## src/rtl/logip_pkg.sv

```systemverilog
// Shared constants and types for the LogIP SUMP command controller.
// Opcodes, the "1ALS" ID reply bytes and the reply FSM state type.
package logip_pkg;

   localparam logic [7:0] OP_RESET    = 8'h00;
   localparam logic [7:0] OP_ARM      = 8'h01;
   localparam logic [7:0] OP_ID       = 8'h02;
   localparam logic [7:0] OP_DIV      = 8'h80;
   localparam logic [7:0] OP_RDDLY    = 8'h81;
   localparam logic [7:0] OP_FLAGS    = 8'h82;
   localparam logic [7:0] OP_TRG_BASE = 8'hC0;

   // Element 0 is sent first.
   localparam logic [3:0][7:0] ID_BYTES = {8'h53, 8'h4C, 8'h41, 8'h31};

   typedef enum logic {
      ST_IDLE = 1'b0,
      ST_SEND = 1'b1
   } reply_state_t;

endpackage

```

## src/rtl/sump_ctrl.sv

```systemverilog
// SUMP command decoder: holds capture configuration, emits core control
// pulses and streams the 4-byte ID reply over a valid/ready handshake.
module sump_ctrl #(
   parameter int NUM_STAGES = 4,
   parameter int WORD_BITS  = 8,
   parameter int CMD_WORDS  = 5
) (
   input  logic                          clk_i,
   input  logic                          rst_in,
   input  logic [WORD_BITS*CMD_WORDS-1:0] cmd_i,
   input  logic                          cmd_stb_i,
   input  logic                          done_i,
   output logic                          core_rst_o,
   output logic                          arm_o,
   output logic                          armed_o,
   output logic [NUM_STAGES*32-1:0]      trg_mask_o,
   output logic [NUM_STAGES*32-1:0]      trg_val_o,
   output logic [NUM_STAGES*32-1:0]      trg_cfg_o,
   output logic [23:0]                   div_o,
   output logic [15:0]                   read_cnt_o,
   output logic [15:0]                   delay_cnt_o,
   output logic [31:0]                   flags_o,
   output logic [7:0]                    tx_data_o,
   output logic                          tx_vld_o,
   input  logic                          tx_rdy_i
);
   import logip_pkg::*;

   localparam int CW = WORD_BITS * CMD_WORDS;
   localparam int TW = NUM_STAGES * 32;

   logic [7:0]  short_op_s;
   logic [31:0] param_s;
   logic [1:0]  trg_stage_s;
   logic [1:0]  trg_kind_s;
   logic        do_reset_s, do_arm_s, do_id_s;
   logic        wr_div_s, wr_rddly_s, wr_flags_s, wr_trg_s;

   logic          core_rst_r, arm_r, armed_r, tx_vld_r;
   logic [TW-1:0] trg_mask_r, trg_val_r, trg_cfg_r;
   logic [23:0]   div_r;
   logic [15:0]   read_cnt_r, delay_cnt_r;
   logic [31:0]   flags_r;
   logic [7:0]    tx_data_r;
   logic [1:0]    idx_r;
   reply_state_t  state_r;

   assign short_op_s  = cmd_i[CW-1 -: 8];
   assign param_s     = cmd_i[8 +: 32];
   assign trg_stage_s = cmd_i[3:2];
   assign trg_kind_s  = cmd_i[1:0];

   // Decode one strobed command into single-cycle action requests.
   always_comb begin
      do_reset_s = 1'b0;
      do_arm_s   = 1'b0;
      do_id_s    = 1'b0;
      wr_div_s   = 1'b0;
      wr_rddly_s = 1'b0;
      wr_flags_s = 1'b0;
      wr_trg_s   = 1'b0;
      if (cmd_stb_i) begin
         if (cmd_i[7]) begin
            case (cmd_i[7:0])
               OP_DIV:   wr_div_s   = 1'b1;
               OP_RDDLY: wr_rddly_s = 1'b1;
               OP_FLAGS: wr_flags_s = 1'b1;
               default: begin
                  if ((cmd_i[7:4] == OP_TRG_BASE[7:4]) && (trg_kind_s != 2'd3) &&
                      (int'(trg_stage_s) < NUM_STAGES)) begin
                     wr_trg_s = 1'b1;
                  end else begin
                     wr_trg_s = 1'b0;
                  end
               end
            endcase
         end else begin
            case (short_op_s)
               OP_RESET: do_reset_s = 1'b1;
               OP_ARM:   do_arm_s   = 1'b1;
               OP_ID:    do_id_s    = 1'b1;
               default:  do_id_s    = 1'b0;
            endcase
         end
      end else begin
         do_id_s = 1'b0;
      end
   end

   // Configuration registers, control pulses, armed status and reply FSM.
   always_ff @(posedge clk_i or negedge rst_in) begin
      if (!rst_in) begin
         core_rst_r  <= 1'b0;
         arm_r       <= 1'b0;
         armed_r     <= 1'b0;
         trg_mask_r  <= '0;
         trg_val_r   <= '0;
         trg_cfg_r   <= '0;
         div_r       <= 24'd0;
         read_cnt_r  <= 16'd0;
         delay_cnt_r <= 16'd0;
         flags_r     <= 32'd0;
         tx_data_r   <= 8'd0;
         tx_vld_r    <= 1'b0;
         idx_r       <= 2'd0;
         state_r     <= ST_IDLE;
      end else begin
         core_rst_r <= do_reset_s;
         arm_r      <= do_arm_s;
         // Arm takes priority over a simultaneous capture-done.
         if (do_arm_s) begin
            armed_r <= 1'b1;
         end else if (do_reset_s || done_i) begin
            armed_r <= 1'b0;
         end
         if (wr_div_s) div_r <= param_s[23:0];
         if (wr_rddly_s) begin
            read_cnt_r  <= param_s[15:0];
            delay_cnt_r <= param_s[31:16];
         end
         if (wr_flags_s) flags_r <= param_s;
         if (wr_trg_s) begin
            case (trg_kind_s)
               2'd0:    trg_mask_r[int'(trg_stage_s)*32 +: 32] <= param_s;
               2'd1:    trg_val_r[int'(trg_stage_s)*32 +: 32]  <= param_s;
               2'd2:    trg_cfg_r[int'(trg_stage_s)*32 +: 32]  <= param_s;
               default: trg_cfg_r <= trg_cfg_r;
            endcase
         end
         case (state_r)
            ST_IDLE: begin
               if (do_id_s) begin
                  state_r   <= ST_SEND;
                  idx_r     <= 2'd0;
                  tx_vld_r  <= 1'b1;
                  tx_data_r <= ID_BYTES[0];
               end
            end
            ST_SEND: begin
               if (tx_rdy_i) begin
                  if (idx_r == 2'd3) begin
                     state_r  <= ST_IDLE;
                     idx_r    <= 2'd0;
                     tx_vld_r <= 1'b0;
                  end else begin
                     idx_r     <= idx_r + 2'd1;
                     tx_data_r <= ID_BYTES[idx_r + 2'd1];
                  end
               end
            end
            default: begin
               state_r  <= ST_IDLE;
               tx_vld_r <= 1'b0;
            end
         endcase
      end
   end

   assign core_rst_o  = core_rst_r;
   assign arm_o       = arm_r;
   assign armed_o     = armed_r;
   assign trg_mask_o  = trg_mask_r;
   assign trg_val_o   = trg_val_r;
   assign trg_cfg_o   = trg_cfg_r;
   assign div_o       = div_r;
   assign read_cnt_o  = read_cnt_r;
   assign delay_cnt_o = delay_cnt_r;
   assign flags_o     = flags_r;
   assign tx_data_o   = tx_data_r;
   assign tx_vld_o    = tx_vld_r;

endmodule

```

## config.mk

```make
export PLATFORM = sky130hd
export DESIGN_NAME = sump_ctrl
export DESIGN_NICKNAME = d
export VERILOG_FILES = /design/src/rtl/logip_pkg.sv /design/src/rtl/sump_ctrl.sv
export SDC_FILE = /design/constraint.sdc
export NUM_CORES = 1
export LEC_CHECK = 0
export CORE_MARGIN = 8
export CORE_UTILIZATION = 54
export CTS_BUF_LIST = sky130_fd_sc_hd__clkbuf_8
export DETAILED_ROUTE_END_ITERATION = 8
export PLACE_DENSITY = 0.88
export SLEW_MARGIN = 0
export SYNTH_ARGS = -nofsm -noshare
export SYNTH_HDL_FRONTEND = slang
export SYNTH_SLANG_ARGS = --single-unit
export TNS_END_PERCENT = 1
```

## constraint.sdc

```tcl
create_clock -name clk_i -period 3.2 [get_ports clk_i]
set_input_delay 0.8 -clock clk_i [delete_from_list [all_inputs] [get_ports clk_i]]
set_output_delay 0.8 -clock clk_i [all_outputs]
set_load 0.1 [all_outputs]
```

* Word level (Yosys, flattened, before mapping)
Index checks and enable logic that the tools add are counted.
** Cells by class
- Add/subtract/negate cells :: 2
- $lt $le $gt $ge :: 1
- Eq/ne operators :: 14
- Shift operators :: 2
- Multiplexer cells :: 45
- Bitwise logic cells :: 1
- Reductions and logical operators :: 12
** Operators with widths (number)
- bitwise mux 128 bit :: 3
- variable shift 32 x 33 -> 128 bit (first input constant) :: 1
- indexed part select 32 x 33 -> 128 bit :: 1
- negator 7 -> 33 bit :: 1
- two-way mux 8 bit :: 4
- two-way mux 1 bit :: 30
- equality test 8 bit (second input constant) :: 3
- binary-select mux 8 bit (select 2 bit) :: 1
- case mux 8 bit (2 select lines) :: 1
- equality test 8 x 1 -> 1 bit (second input constant) :: 1
- equality test 8 x 2 -> 1 bit (second input constant) :: 1
- zero test 8 bit :: 1
- inequality test 2 bit (second input constant) :: 4
- AND reduction 2 bit :: 4
- two-way mux 2 bit :: 3
- AND reduction 3 bit :: 2
- equality test 2 bit (second input constant) :: 2
- equality test 4 bit (second input constant) :: 1
- case mux 1 bit (2 select lines) :: 2
- case mux 2 bit (2 select lines) :: 1
- less-than comparator 2 x 3 -> 1 bit (second input constant) :: 1
- OR reduction 3 bit :: 1
- adder 2 x 1 -> 2 bit (second input constant) :: 1
- equality test 2 x 1 -> 1 bit (second input constant) :: 1
- other kinds (6) :: 6
** Word-level totals
- Register bits :: 487
- Bits of input ports :: 45

* Depth between registers and ports, before layout
- Word-level depth :: 7
- Mapped depth :: 7
- Depth with buffers taken out :: 5

* Least setup slack after synthesis
Ideal clock, no wire load.
- Path kind :: input port to flip-flop
- Start :: input cmd_i[2]
- End :: register delay_cnt_r[0] (netlist: delay_cnt_o[0])
- Setup time :: 0.125 ns
- Arrival time :: 2.177 ns
- Setup slack :: 0.897 ns
- Stages :: 7
- Path through :: inv_1 -> ha_1 -> nor2b_1 -> or3b_1 -> buf_2 -> buf_6 -> mux2_4
** Between the ends
- Cells in the longest elaborated chain, start to end :: 4
** Ends and longest elaborated chain
- start, declared :: line sump_ctrl.sv:10 : input logic [WORD_BITS*CMD_WORDS-1:0] cmd_i,
- equality test 8 bit :: line sump_ctrl.sv:64 : case (cmd_i[7:0])
- two-way mux 1 bit :: line sump_ctrl.sv:64
- two-way mux 1 bit :: line sump_ctrl.sv:63 : if (cmd_i[7]) begin
- two-way mux 1 bit :: line sump_ctrl.sv:62 : if (cmd_stb_i) begin
- end signal, assigned :: line sump_ctrl.sv:119 : delay_cnt_r <= param_s[31:16];
- end, declared :: line sump_ctrl.sv:42 : logic [15:0] read_cnt_r, delay_cnt_r;
No other way between the ends.
A chain may end at the register's enable or synchronous reset.

* Worst setup path after layout
- Start :: input cmd_i[2]
- End :: register trg_cfg_r[79] (netlist: trg_cfg_o[79])
** Between the ends
- Cells in the longest elaborated chain, start to end :: 6
- Elaborated cells between the ends (all ways) :: 12
- Those cells by class :: add/sub: 1; eq/ne: 3; shift: 2; mux: 4; reduce/logical: 2
** Ends and longest elaborated chain
- branches (longest 6 deep; another with negator 7 -> 33 bit)
- end signal, assigned by index :: line sump_ctrl.sv:126 : 2'd2: trg_cfg_r[int'(trg_stage_s)*32 +: 32] <= param_s;
- end signal, assigned :: line sump_ctrl.sv:127 : default: trg_cfg_r <= trg_cfg_r;
- end, declared :: line sump_ctrl.sv:40 : logic [TW-1:0] trg_mask_r, trg_val_r, trg_cfg_r;
Parallel ways; which one is timed is not known.

==> flow_metrics.tcl <==
set metrics [dict create \
    result_of_the_run "complete, no violations" \
    hold_path_class "primary input to async pin" \
    wire_length_of_the_first_global_routing_pass_um 93550 \
    commonest_non_fill_non_tap_cells_in_the_layout "544 x buf_4, 485 x dfrtp_1, 385 x mux2_2" \
    holdBufCountCts 0 \
    ctsHtreeMaxLevel 3 \
    cts_buffer_count 76 \
    initial_utilization_pct 54.70 \
    final-setup-viol-count 0 \
    dp_slack_ns -0.1528 \
    grt_util_met3_pct 9.509 \
    layout_setup_ws_ns 0.5012 \
    worst_slew_margin_rel_pct 22.69 \
    fin_area_um2 26040 \
    netlist_instances 1235 \
    detail-route-antenna-nets 0 \
    final-max-slew-violation-count 0 \
    worst_skew_pair.late_latency_ns 0.63 \
    dp_hpwl_um 46540 \
    clock_skew_ns 0.004324 \
    postRouteWirelength_um 62870 \
    setup.worst_path.start_class "primary input" \
    synth.ff_latch_count 485 \
    period_needed_ns 2.699 \
    rsz0062_at_grt "no" \
    ys.warnings.count 0 \
    synthSimpleGateAreaFrac_pct 5.931 \
    grt_max_degree 72 \
    clock_tree_from_tritoncts "built" \
    layout.cells.non_filler 2365 \
    grt.overflow.total 0 \
    synth_nets 1288 \
    cp-end-kind "register" \
    timing_worst_setup_path_type "primary input to register" \
    firstDrtPassIters 4 \
    sequential_element_share_of_the_synthesized_area_pct 62.53 \
    synth_xor_area_share_pct 0 \
    syn-mean-instance-area_um2 15.72 \
    design.die.area_um2 42270 \
    grt_pass1_vias 14580 \
    mappedNetlistArea_um2 19410 \
    final.fill_count 2260 \
    i_o_buffers 527 \
    groute.usage.overall_pct 29.50 \
    period_share_pct 84.34 \
    post_dp_cell_area_um2 24530 \
    route.detailed.wl_per_inst_um 26.58 \
    cp.arrival_ns 3.24 \
    synth-edff-count 0 \
    worstMarginPinSlew_ns 1.155 \
    via_per_inst 5.558 \
    postSynth.asyncResetShare_pct 100.0 \
    drt-initial-drc-count 600 \
    dp.cells 2233 \
    ys_flop_type "dfrtp_1" \
    clk_pin_slew_worst_paths_ns 0.06 \
    peakVddDrop_mv 0.4982 \
    die_height_um 205.6 \
    synth_cell_types 35 \
    p_leak_nw 14.39 \
    cts_post_setup_buffers_inserted 0 \
    muxShareOfSynthArea_pct 28.65 \
    clock_tree.buffer_depth 3 \
    grt_antenna_before_repair 3 \
    groute.layer.met2.usage_pct 47.78 \
    drc 0 \
    flow.area_growth_from_synthesis_pct 34.14 \
    synthesized_area_fraction_occupied_by_adder_cells_pct 0.5157 \
    synth_compound_area_share_pct 0.4448 \
    fin_nets 1903 \
    cts_root_buffer "clkbuf_8" \
    final_hold_violations 0 \
    maxClockFrequency_mhz 370.5 \
    cts.repair.resized 0 \
    cap_viol_max_count 0 \
    num_rows 69 \
    post-layout-total-power_w 0.01339 \
    grt_most_used_layer "met2" \
    layout.cells.most_common "buf_4" \
    synth_top_family_by_area "multiplexers" \
    r2r_cells 4 \
    place.gp.congestion 0.8502 \
    power_density_normalized_to_cell_area_nw_per_um2 514.4 \
    drive_gt1_share_pct 59.46 \
    num_vias 13140 \
    cp.required_ns 3.75 \
    groute.layer.met1.usage_pct 35.24 \
    die_width_um 205.6 \
    floorplan.io_pins 529 \
    cts_num_sinks 485 \
    crit_fanout 20 \
    core_area_um2 35480 \
]
==> kinds of logic after synthesis <==
kind of cell	Yosys count
flops	485
compound gates	12
other cells	1
simple gates	182
buf+inv	73
mux	474
fa+ha+maj	8
==> final cells by class <==
| cell class | instances | area [µm²] | share of cell area [%] |
|---|---|---|---|
| repair buffers | 602 | 4810 | 18.47 |
| clock inverters | 34 | 182.7 | 0.7016 |
| clock buffers | 96 | 1321 | 5.075 |
| multi-input cells | 677 | 6974 | 26.79 |
| flip-flops and latches | 485 | 12140 | 46.61 |
| inverters | 8 | 30.03 | 0.1153 |
| well taps | 461 | 576.8 | 2.215 |
| diodes | 2 | 5.005 | 0.01922 |
==> per-stage QoR <==
step	util [%]	setup TNS, ns	hold WS [ns]
2_1_floorplan	-	0	0.5044
3_3_place_gp	69.12	-6.915	0.4683
3_5_place_dp	69.12	-7.767	0.4760
4_1_cts	73.36	0	0.1524
5_1_grt	73.38	0	0.1846
6_report	73.38	0	0.1609
==> flip-flops by register name, indices dropped and copies added, names as in the netlist <==
signal       cells
delay_cnt_o     16
tx_vld_o         1
core_rst_o       1
read_cnt_o      16
idx_r            2
div_o           24
trg_cfg_o      128
arm_o            1
tx_data_o        6
flags_o         32
armed_o          1
state_r          1
trg_val_o      128
trg_mask_o     128
==> final timing paths <==
path	start	to	slack, ns
worst max register to register	idx_r[0]	tx_data_o[4]	1.66
min in group clk_i	trg_val_o[28]	trg_val_o[28]	0.49
max in group asynchronous	rst_in	trg_val_o[29]	2.13
worst max-delay path	cmd_i[2]	trg_cfg_o[79]	0.50
worst min register to register	trg_val_o[28]	trg_val_o[28]	0.49
worst min-delay path	rst_in	trg_mask_o[34]	0.16
==> synth_stat cells, types with 3 or more instances <==
master	number	share of area (%)
o21ai_0	5	0.13
buf_6	6	0.35
buf_2	33	0.85
clkbuf_1	23	0.44
nand2_1	11	0.21
dfrtp_1	485	63
nor3b_1	3	0.12
nor3_2	8	0.41
nand4_1	5	0.16
buf_4	3	0.12
nand3b_1	3	0.12
and2_1	128	4.1
mux2_4	60	4.6
inv_1	8	0.15
ha_1	8	0.52
mux2_1	27	1.6
mux2_2	385	22
nand2b_1	4	0.13
nor2_1	7	0.14
==> where the power goes <==
part | switching (W) | leakage (nW) | internal, W
clock network | 0.00237 | 0.861 | 0.00278
logic | 0.00143 | 6.79 | 0.000439
registers | 0.000103 | 6.74 | 0.00627
==> per-layer routing <==
| layer | vias to the layer above | share of wire (%) |
|---|---|---|
| met5 | - | 0 |
| met4 | 0 | 5.1 |
| met2 | 564 | 49 |
| met3 | 162 | 8.8 |
| li1 | 5562 | - |
| met1 | 6856 | 38 |
==> worst max-delay path: stages <==
cell and delay [ns]:
clkdlybuf4s50_1 0.53, inv_1 0.08, ha_1 0.29, nor3b_2 0.91, buf_12 0.27, and2_1 0.19, mux2_2 0.16
(Power assumes the default switching activity.)
